## src/rtl/aqfp_pkg.sv

```systemverilog
// logicAQFP sample encoding shared by the readout deserializer.
// Two-bit quaternary values; bit 1 flags a non-binary state.
package aqfp_pkg;
  typedef logic [1:0] aqfp_t;

  localparam aqfp_t Q0 = 2'b00;
  localparam aqfp_t Q1 = 2'b01;
  localparam aqfp_t QX = 2'b10;
  localparam aqfp_t QZ = 2'b11;

  function automatic logic is_bad(aqfp_t s);
    return s[1];
  endfunction
endpackage

```

## src/rtl/aqfp_rdo_fifo.sv

```systemverilog
// Power-of-two word FIFO for assembled readout words.
// Push into a full FIFO is accepted only if a pop frees the slot.
module aqfp_rdo_fifo #(
  parameter int WIDTH = 9,
  parameter int DEPTH = 4
) (
  input  logic                   clkin,
  input  logic                   rst_n,
  input  logic                   clr,
  input  logic                   push,
  input  logic [WIDTH-1:0]       wdata,
  input  logic                   pop,
  output logic [WIDTH-1:0]       rdata,
  output logic                   full,
  output logic                   empty,
  output logic [$clog2(DEPTH):0] level
);
  localparam int AW = $clog2(DEPTH);

  logic [WIDTH-1:0] mem [DEPTH];
  logic [AW-1:0]    wr_ptr;
  logic [AW-1:0]    rd_ptr;
  logic             do_push;
  logic             do_pop;

  assign full    = level == (AW+1)'(DEPTH);
  assign empty   = level == '0;
  assign do_pop  = pop & ~empty;
  assign do_push = push & (~full | do_pop);
  assign rdata   = mem[rd_ptr];

  always_ff @(posedge clkin or negedge rst_n) begin
    if (!rst_n) begin
      wr_ptr <= '0;
      rd_ptr <= '0;
      level  <= '0;
      for (int i = 0; i < DEPTH; i++) mem[i] <= '0;
    end else if (clr) begin
      wr_ptr <= '0;
      rd_ptr <= '0;
      level  <= '0;
    end else begin
      if (do_push) begin
        mem[wr_ptr] <= wdata;
        wr_ptr      <= wr_ptr + 1'b1;
      end
      if (do_pop) rd_ptr <= rd_ptr + 1'b1;
      level <= level + (AW+1)'(do_push)
                     - (AW+1)'(do_pop);
    end
  end
endmodule

```

## src/rtl/aqfp_readout_deser.sv

```systemverilog
// AQFP readout deserializer: packs sampled bits into words
// tagged with an error flag and queues them for a consumer.
module aqfp_readout_deser
  import aqfp_pkg::*;
#(
  parameter int WORD_W = 8,
  parameter int DEPTH  = 4
) (
  input  logic                   clkin,
  input  logic                   rst_n,
  input  logic                   smp_en,
  input  logic [1:0]             din,
  input  logic                   clr,
  output logic                   out_valid,
  input  logic                   out_ready,
  output logic [WORD_W-1:0]      out_data,
  output logic                   out_err,
  output logic                   overflow,
  output logic [$clog2(DEPTH):0] level
);
  localparam int CW = $clog2(WORD_W);
  localparam logic [CW-1:0] LAST = CW'(WORD_W - 1);

  logic [CW-1:0]     bit_cnt;
  logic [WORD_W-1:0] asm_q;
  logic [WORD_W-1:0] asm_nx;
  logic              err_q;
  logic              err_nx;
  logic              last;
  logic              push;
  logic              pop;
  logic              full;
  logic              empty;
  logic [WORD_W:0]   head;
  logic [WORD_W:0]   hold_q;

  always_comb begin
    asm_nx          = asm_q;
    asm_nx[bit_cnt] = (din == Q1);
    err_nx          = err_q | is_bad(din);
  end

  assign last      = bit_cnt == LAST;
  assign push      = smp_en & last & ~clr;
  assign out_valid = ~empty;
  assign pop       = out_valid & out_ready & ~clr;

  aqfp_rdo_fifo #(
    .WIDTH (WORD_W + 1),
    .DEPTH (DEPTH)
  ) u_fifo (
    .clkin (clkin),
    .rst_n (rst_n),
    .clr   (clr),
    .push  (push),
    .wdata ({err_nx, asm_nx}),
    .pop   (pop),
    .rdata (head),
    .full  (full),
    .empty (empty),
    .level (level)
  );

  always_ff @(posedge clkin or negedge rst_n) begin
    if (!rst_n) begin
      bit_cnt  <= '0;
      asm_q    <= '0;
      err_q    <= 1'b0;
      overflow <= 1'b0;
    end else if (clr) begin
      bit_cnt  <= '0;
      asm_q    <= '0;
      err_q    <= 1'b0;
      overflow <= 1'b0;
    end else if (smp_en) begin
      if (last) begin
        bit_cnt <= '0;
        asm_q   <= '0;
        err_q   <= 1'b0;
        if (full && !pop) overflow <= 1'b1;
      end else begin
        bit_cnt <= bit_cnt + 1'b1;
        asm_q   <= asm_nx;
        err_q   <= err_nx;
      end
    end
  end

  // Keeps the last shown head so outputs hold while empty.
  always_ff @(posedge clkin or negedge rst_n) begin
    if (!rst_n)     hold_q <= '0;
    else if (!empty) hold_q <= head;
  end

  assign {out_err, out_data} = empty ? hold_q : head;
endmodule

```

## config.mk

```make
export PLATFORM = sky130hd
export DESIGN_NAME = aqfp_readout_deser
export DESIGN_NICKNAME = d
export VERILOG_FILES = /design/src/rtl/aqfp_pkg.sv /design/src/rtl/aqfp_rdo_fifo.sv /design/src/rtl/aqfp_readout_deser.sv
export SDC_FILE = /design/constraint.sdc
export NUM_CORES = 1
export LEC_CHECK = 0
export ABC_CLOCK_PERIOD_IN_PS = 6100
export CORE_ASPECT_RATIO = 1.1
export CORE_MARGIN = 3
export CORE_UTILIZATION = 30
export DETAILED_ROUTE_END_ITERATION = 16
export PLACE_DENSITY_LB_ADDON = 0.25
export SYNTH_ARGS = -nofsm -noshare
export SYNTH_HDL_FRONTEND = slang
export SYNTH_SLANG_ARGS = --single-unit
```

## constraint.sdc

```tcl
create_clock -name clkin -period 6.1 [get_ports clkin]
set_clock_uncertainty 0.2 [all_clocks]
set_input_delay 1.22 -clock clkin [delete_from_list [all_inputs] [get_ports clkin]]
set_output_delay 1.22 -clock clkin [all_outputs]
set_load 0.02 [all_outputs]
```

==> results.sh, run 1 <==
export IMPL_first_global_vias=2097
export IMPL_fp_dieH_microns=115
export IMPL_holdWs_ps=296
export IMPL_syn_nets=261
export IMPL_route_detailed_drc=0
export IMPL_grt_total_usage=0.119
export IMPL_clk_pin_slew_ps=50
export IMPL_synthXorXnorAreaFrac=0.00809
export IMPL_dr_pass1_iters=4
export IMPL_maxCapViolCount=0
export IMPL_finalSetupViolCount=0
export IMPL_synth_mux_area_frac=0.259
export IMPL_critPathCaptureType="output pin"
export IMPL_wirelength_met1_microns=3070
export IMPL_vias=1975
export IMPL_synth_cells=245
export IMPL_dp_hpwl_microns=4080
export IMPL_synth_seq_cells=65
export IMPL_yosysUniqueCellTypes=35
export IMPL_die_area_sq_um=12100
export IMPL_vias_per_cell=4.77
export IMPL_clock_sinks=65
export IMPL_finalSetupTns_ps=0
export IMPL_drv_slew=0
export IMPL_placed_area_sq_um=3580
export IMPL_post_route_util=0.370
export IMPL_core_area_sq_um=10500
export IMPL_r2r_slack_ps=2940
export IMPL_arrival_ps=2580
export IMPL_fmax_mhz=250
export IMPL_grt_pass1_wl_microns=11200
export IMPL_wire_per_inst_microns=15.9
export IMPL_ys_warn_count=0
export IMPL_cp_slowest_stage_delay_ps=790
export IMPL_highest_layer="met4"
export IMPL_final_common_cell="dfrtp_1"
export IMPL_cts_resized=0
export IMPL_relSlewSlack=0.375
export IMPL_synth_top_family_by_area="multiplexers"
export IMPL_hold_path_class="flip-flop to flip-flop"
export IMPL_grt_max_degree=66
export IMPL_period_minus_slack_ps=4000
export IMPL_hold_viol=0
export IMPL_htreeDepth=3
export IMPL_rsz0062_at_grt="false"
export IMPL_portBuffers=20
export IMPL_cts_root_buf="clkbuf_16"
export IMPL_final_nets=282
export IMPL_post_place_cells=397
export IMPL_gp_congestion=0.713
export IMPL_cts_buffers=9
export IMPL_post_route_period_util=0.656
export IMPL_syn_cell_area_sq_um=3250
export IMPL_antenna_cells=0
export IMPL_syn_to_final_growth_pct=19.5
export IMPL_dpl_worst_slack_ps=2010
export IMPL_p_leak_nw=1.75
export IMPL_mostFrequentLayoutCells="65 x dfrtp_1, 54 x mux2_2, 19 x clkdlybuf4s50_1, 11 x nor2_1"
export IMPL_crit_type="flip-flop to output pin"
export IMPL_worstPathRequired_ps=4680
export IMPL_cts_tree="done"
export IMPL_die_w_microns=105
export IMPL_crit_fanout=10
export IMPL_vdd_ir_drop_max_mv=0.148
export IMPL_tightest_slew_ps=932
export IMPL_postRouteAntennaNets=0
export IMPL_postCtsSetupRepairBufs=0
export IMPL_design_area_sq_um=3880
export IMPL_final_cells=414
export IMPL_worstSkewPairLatency_ps=320
export IMPL_cp_start_kind="flip-flop"
export IMPL_ctsLongestPathBuffers=2
export IMPL_ys_seq_area_frac=0.501
export IMPL_status="complete, no violations"
export IMPL_fin_ws_ps=2100
export IMPL_postSynthAreaPerCell_sq_um=13.3
export IMPL_drive_gt1_frac=0.325
export IMPL_wl_met3_microns=155
export IMPL_initial_core_util=0.309
export IMPL_finalPower_mw=1.14
export IMPL_synth_compound_area_frac=0.0659
export IMPL_first_iter_violations=77
export IMPL_pin_count=21
export IMPL_ctsHoldBuffers=0
export IMPL_synthSimpleGateAreaFrac=0.103
export IMPL_met2_length_microns=3290
export IMPL_grt_overflow_total=0
export IMPL_crit_chain="nor3_2 -> mux2_2 -> clkdlybuf4s50_1"
export IMPL_cpMaxStageDelayCell="nor3_2"
export IMPL_drt_total_wl_microns=6580
export IMPL_rows=39
export IMPL_antenna_found_initial=0
export IMPL_synth_fa_ha_area_frac=0.0370
export IMPL_powerDensity_nw_per_um2=295
## flip-flops by register name (all words and copies together), names as in the netlist
register	cells
bit_cnt	3
overflow	1
u_fifo.level	3
u_fifo.mem	36
hold_q	9
asm_q	8
err_q	1
u_fifo.wr_ptr	2
u_fifo.rd_ptr	2
## final cells by class
cell class,instances,area (sq um)
clock inverter,1,7.51
clock buffer,15,288
inverter,7,26.3
sequential,65,1630
timing repair buffer,23,215
fill,1034,6610
multi-input combinational,160,1540
tap,143,179
## final timing paths
path / from / end / depth (start not counted)
hold reg to reg: hold_q[0]$_DFF_PN0_ / hold_q[0]$_DFF_PN0_ / 1
setup / recovery: u_fifo.level[1]$_DFF_PN0_ / out_data[7] / 3
min in group asynchronous: rst_n / u_fifo.mem[26]$_DFFE_PN0P_ / 2
max in group asynchronous: rst_n / asm_q[4]$_DFFE_PN0P_ / 2
hold / removal: hold_q[0]$_DFF_PN0_ / hold_q[0]$_DFF_PN0_ / 1
setup reg to reg: bit_cnt[0]$_DFFE_PN0P_ / u_fifo.level[2]$_DFF_PN0_ / 11
## kinds of logic after synthesis
group                      after synthesis
xor gates and xnor gates                 3
AOI/OAI and AO/OA                       27
muxes                                   66
buffers and inverters                   20
adders and majority gates                9
DFF                                     65
and+or+nand+nor                         55
## Yosys cell counts
cell type	count	area, sq um
ha_1	8	100
clkbuf_1	8	30.0
a21oi_4	3	48.8
nand3b_1	1	7.51
a41oi_1	1	8.76
and3b_1	4	35.0
nor3_2	1	10.0
nor4bb_1	1	10.0
a21oi_1	4	20.0
inv_1	7	26.3
nor2b_1	10	62.6
o311ai_0	1	8.76
and2_1	1	6.26
or2_2	1	6.26
buf_4	1	7.51
a21oi_2	1	8.76
nand2b_1	3	18.8
and3_1	1	6.26
mux2i_1	3	30.0
o21ai_0	7	35.0
fa_1	1	20.0
a211oi_1	1	7.51
mux4_2	9	203
nand2_1	10	37.5
nor2_1	11	41.3
nor3_1	2	10.0
mux2_2	54	608
nor3b_1	4	30.0
dfrtp_1	65	1630
nand4b_1	4	35.0
o31ai_1	2	15.0
nor3b_4	1	18.8
buf_2	4	20.0
xor2_1	3	26.3
o2bb2ai_1	7	61.3
## report_power, final
group	internal (mW)	switching, mW
Clock	0.320	0.179
Combinational	0.0781	0.0919
Sequential	0.442	0.0340
## per-layer routing
metal	up-vias	GRT usage
met4	0	0.0420
li1	928	-
met3	6	0.0275
met5	-	0
met1	1017	0.158
met2	24	0.193
## worst max-delay path, delay by kind of cell (launching register included)
| kind | cells | cell delay (ps) |
|---|---|---|
| buffers and inverters | 1 | 540 |
| flip-flops | 1 | 490 |
| multiplexers | 1 | 430 |
| AND/OR/NAND/NOR | 1 | 790 |
Power figures use the tool's default switching activity.
==> run 2, diff against run 1 <==
--- a/config.mk
+++ b/config.mk
@@ -5,7 +5,7 @@
 export SDC_FILE = /design/constraint.sdc
 export NUM_CORES = 1
 export LEC_CHECK = 0
-export ABC_CLOCK_PERIOD_IN_PS = 6100
+export ABC_CLOCK_PERIOD_IN_PS = 3900
 export CORE_ASPECT_RATIO = 1.1
 export CORE_MARGIN = 3
 export CORE_UTILIZATION = 30
==> constraint.sdc (replaced) <==
create_clock -name clkin -period 3.9 [get_ports clkin]
set_clock_uncertainty 0.2 [all_clocks]
set_input_delay 0.78 -clock clkin [delete_from_list [all_inputs] [get_ports clkin]]
set_output_delay 0.78 -clock clkin [all_outputs]
set_load 0.02 [all_outputs]
==> results.sh, run 2 (synthesis gave the netlist of run 1 again) <==
export IMPL_post_route_period_util=0.882
export IMPL_crit_fanout=6
export IMPL_ctsHoldBuffers=0
export IMPL_period_minus_slack_ps=3440
export IMPL_vias=1949
export IMPL_cp_start_kind="flip-flop"
export IMPL_maxCapViolCount=0
export IMPL_largestRegisters="u_fifo.mem x36, hold_q x9, asm_q x8"
export IMPL_antenna_found_initial=0
export IMPL_cts_resized=0
export IMPL_largest_reg_flops=36
export IMPL_wire_per_inst_microns=15.6
export IMPL_crit_type="flip-flop to output pin"
export IMPL_dp_hpwl_microns=4320
export IMPL_status="complete, no violations"
export IMPL_htreeDepth=3
export IMPL_route_detailed_drc=0
export IMPL_drv_slew=0
export IMPL_drt_total_wl_microns=6550
export IMPL_cts_root_buf="clkbuf_16"
export IMPL_clk_pin_slew_ps=50
export IMPL_gp_congestion=0.715
export IMPL_finalPower_mw=1.74
export IMPL_cts_buffers=9
export IMPL_antenna_cells=0
export IMPL_tightest_slew_ps=702
export IMPL_relSlewSlack=0.532
export IMPL_grt_overflow_total=0
export IMPL_vdd_ir_drop_max_mv=0.254
export IMPL_drive_gt1_frac=0.337
export IMPL_final_nets=288
export IMPL_clock_sinks=65
export IMPL_worstPathRequired_ps=2920
export IMPL_postCtsSetupRepairBufs=0
export IMPL_largest_register="u_fifo.mem"
export IMPL_portBuffers=20
export IMPL_pin_count=21
export IMPL_initial_core_util=0.309
export IMPL_cpMaxStageDelayCell="dfrtp_1"
export IMPL_hold_path_class="flip-flop to flip-flop"
export IMPL_mostFrequentLayoutCells="65 x dfrtp_1, 54 x mux2_2, 19 x clkdlybuf4s50_1, 11 x nor2_1"
export IMPL_fp_dieH_microns=115
export IMPL_cp_slowest_stage_delay_ps=550
export IMPL_cts_tree="done"
export IMPL_p_leak_nw=1.77
export IMPL_finalSetupTns_ps=0
export IMPL_crit_chain="buf_4 -> mux4_2 -> mux2_2 -> clkdlybuf4s50_1"
export IMPL_grt_pass1_wl_microns=11300
export IMPL_syn_to_final_growth_pct=20.0
export IMPL_critPathCaptureType="output pin"
export IMPL_worstSkewPairLatency_ps=320
export IMPL_r2r_slack_ps=1230
export IMPL_core_area_sq_um=10500
export IMPL_ctsLongestPathBuffers=2
export IMPL_rsz0062_at_grt="false"
export IMPL_rows=39
export IMPL_grt_max_degree=37
export IMPL_vias_per_cell=4.65
export IMPL_arrival_ps=2460
export IMPL_final_common_cell="dfrtp_1"
export IMPL_first_global_vias=2136
export IMPL_grt_total_usage=0.120
export IMPL_die_w_microns=105
export IMPL_postRouteAntennaNets=0
export IMPL_powerDensity_nw_per_um2=447
export IMPL_die_area_sq_um=12100
export IMPL_finalSetupViolCount=0
export IMPL_dr_pass1_iters=4
export IMPL_fmax_mhz=291
export IMPL_first_iter_violations=70
export IMPL_hold_viol=0
## run 2: changes by cell type in the layout (fill, tap and decap cells not counted), sizes merged
cell    delta
buf        +7
clkbuf     -4
clkinv     +2
## run 2: worst paths after layout
kind | from | endpoint | depth (start not counted)
max | u_fifo.rd_ptr[0]$_DFFE_PN0P_ | out_data[5] | 4
max in group asynchronous | rst_n | u_fifo.mem[12]$_DFFE_PN0P_ | 2
max reg2reg | bit_cnt[0]$_DFFE_PN0P_ | u_fifo.level[2]$_DFF_PN0_ | 11
min reg2reg | hold_q[8]$_DFF_PN0_ | hold_q[8]$_DFF_PN0_ | 1
min in group asynchronous | rst_n | u_fifo.wr_ptr[0]$_DFFE_PN0P_ | 1
min | hold_q[8]$_DFF_PN0_ | hold_q[8]$_DFF_PN0_ | 1
## run 2: layout make-up
type	count	area [sq um]
multi-input cells	160	1540
well taps	143	179
flip-flops and latches	65	1630
inverters	7	26.3
clock inverters	3	17.5
clock buffers	12	246
fillers	1026	6600
repair buffers	29	263
## run 2: per-stage QoR
stage | std cells | util | worst slack (ps) | cell area (sq um) | hold WS [ps]
global route | 419 | 0.371 | 337 | 3890 | 302
detailed placement | 404 | 0.346 | 513 | 3630 | 283
finish | 419 | 0.371 | 459 | 3890 | 293
floorplan | 245 | - | 802 | 3250 | 265
global placement | 404 | 0.346 | 550 | 3630 | 279
CTS | 419 | 0.371 | 396 | 3890 | 298
## run 2: report_power, final
part / internal [mW] / switching, mW
sequential: 0.691 / 0.0409
combinational: 0.137 / 0.162
clock: 0.441 / 0.269
## run 2: metal layers
metal / vias up / track usage / part of all wire
met5: - / 0 / 0
met4: 0 / 0.0315 / 0.0090
met1: 987 / 0.159 / 0.49
met2: 22 / 0.196 / 0.47
li1: 935 / - / -
met3: 5 / 0.0314 / 0.024
## run 2: critical path, delay by kind of cell (launching register included)
| family | cells | cell delay [ps] |
|---|---|---|
| buffers and inverters | 2 | 800 |
| flip-flops | 1 | 550 |
| multiplexers | 2 | 790 |
==> run 3, diff against run 2 <==
--- a/config.mk
+++ b/config.mk
@@ -11,6 +11,7 @@
 export CORE_UTILIZATION = 30
 export DETAILED_ROUTE_END_ITERATION = 16
 export PLACE_DENSITY_LB_ADDON = 0.25
+export SLEW_MARGIN = 40
 export SYNTH_ARGS = -nofsm -noshare
 export SYNTH_HDL_FRONTEND = slang
 export SYNTH_SLANG_ARGS = --single-unit
==> results of run 3 <==
The final DEF is identical to that of run 2; final timing and power are the same.
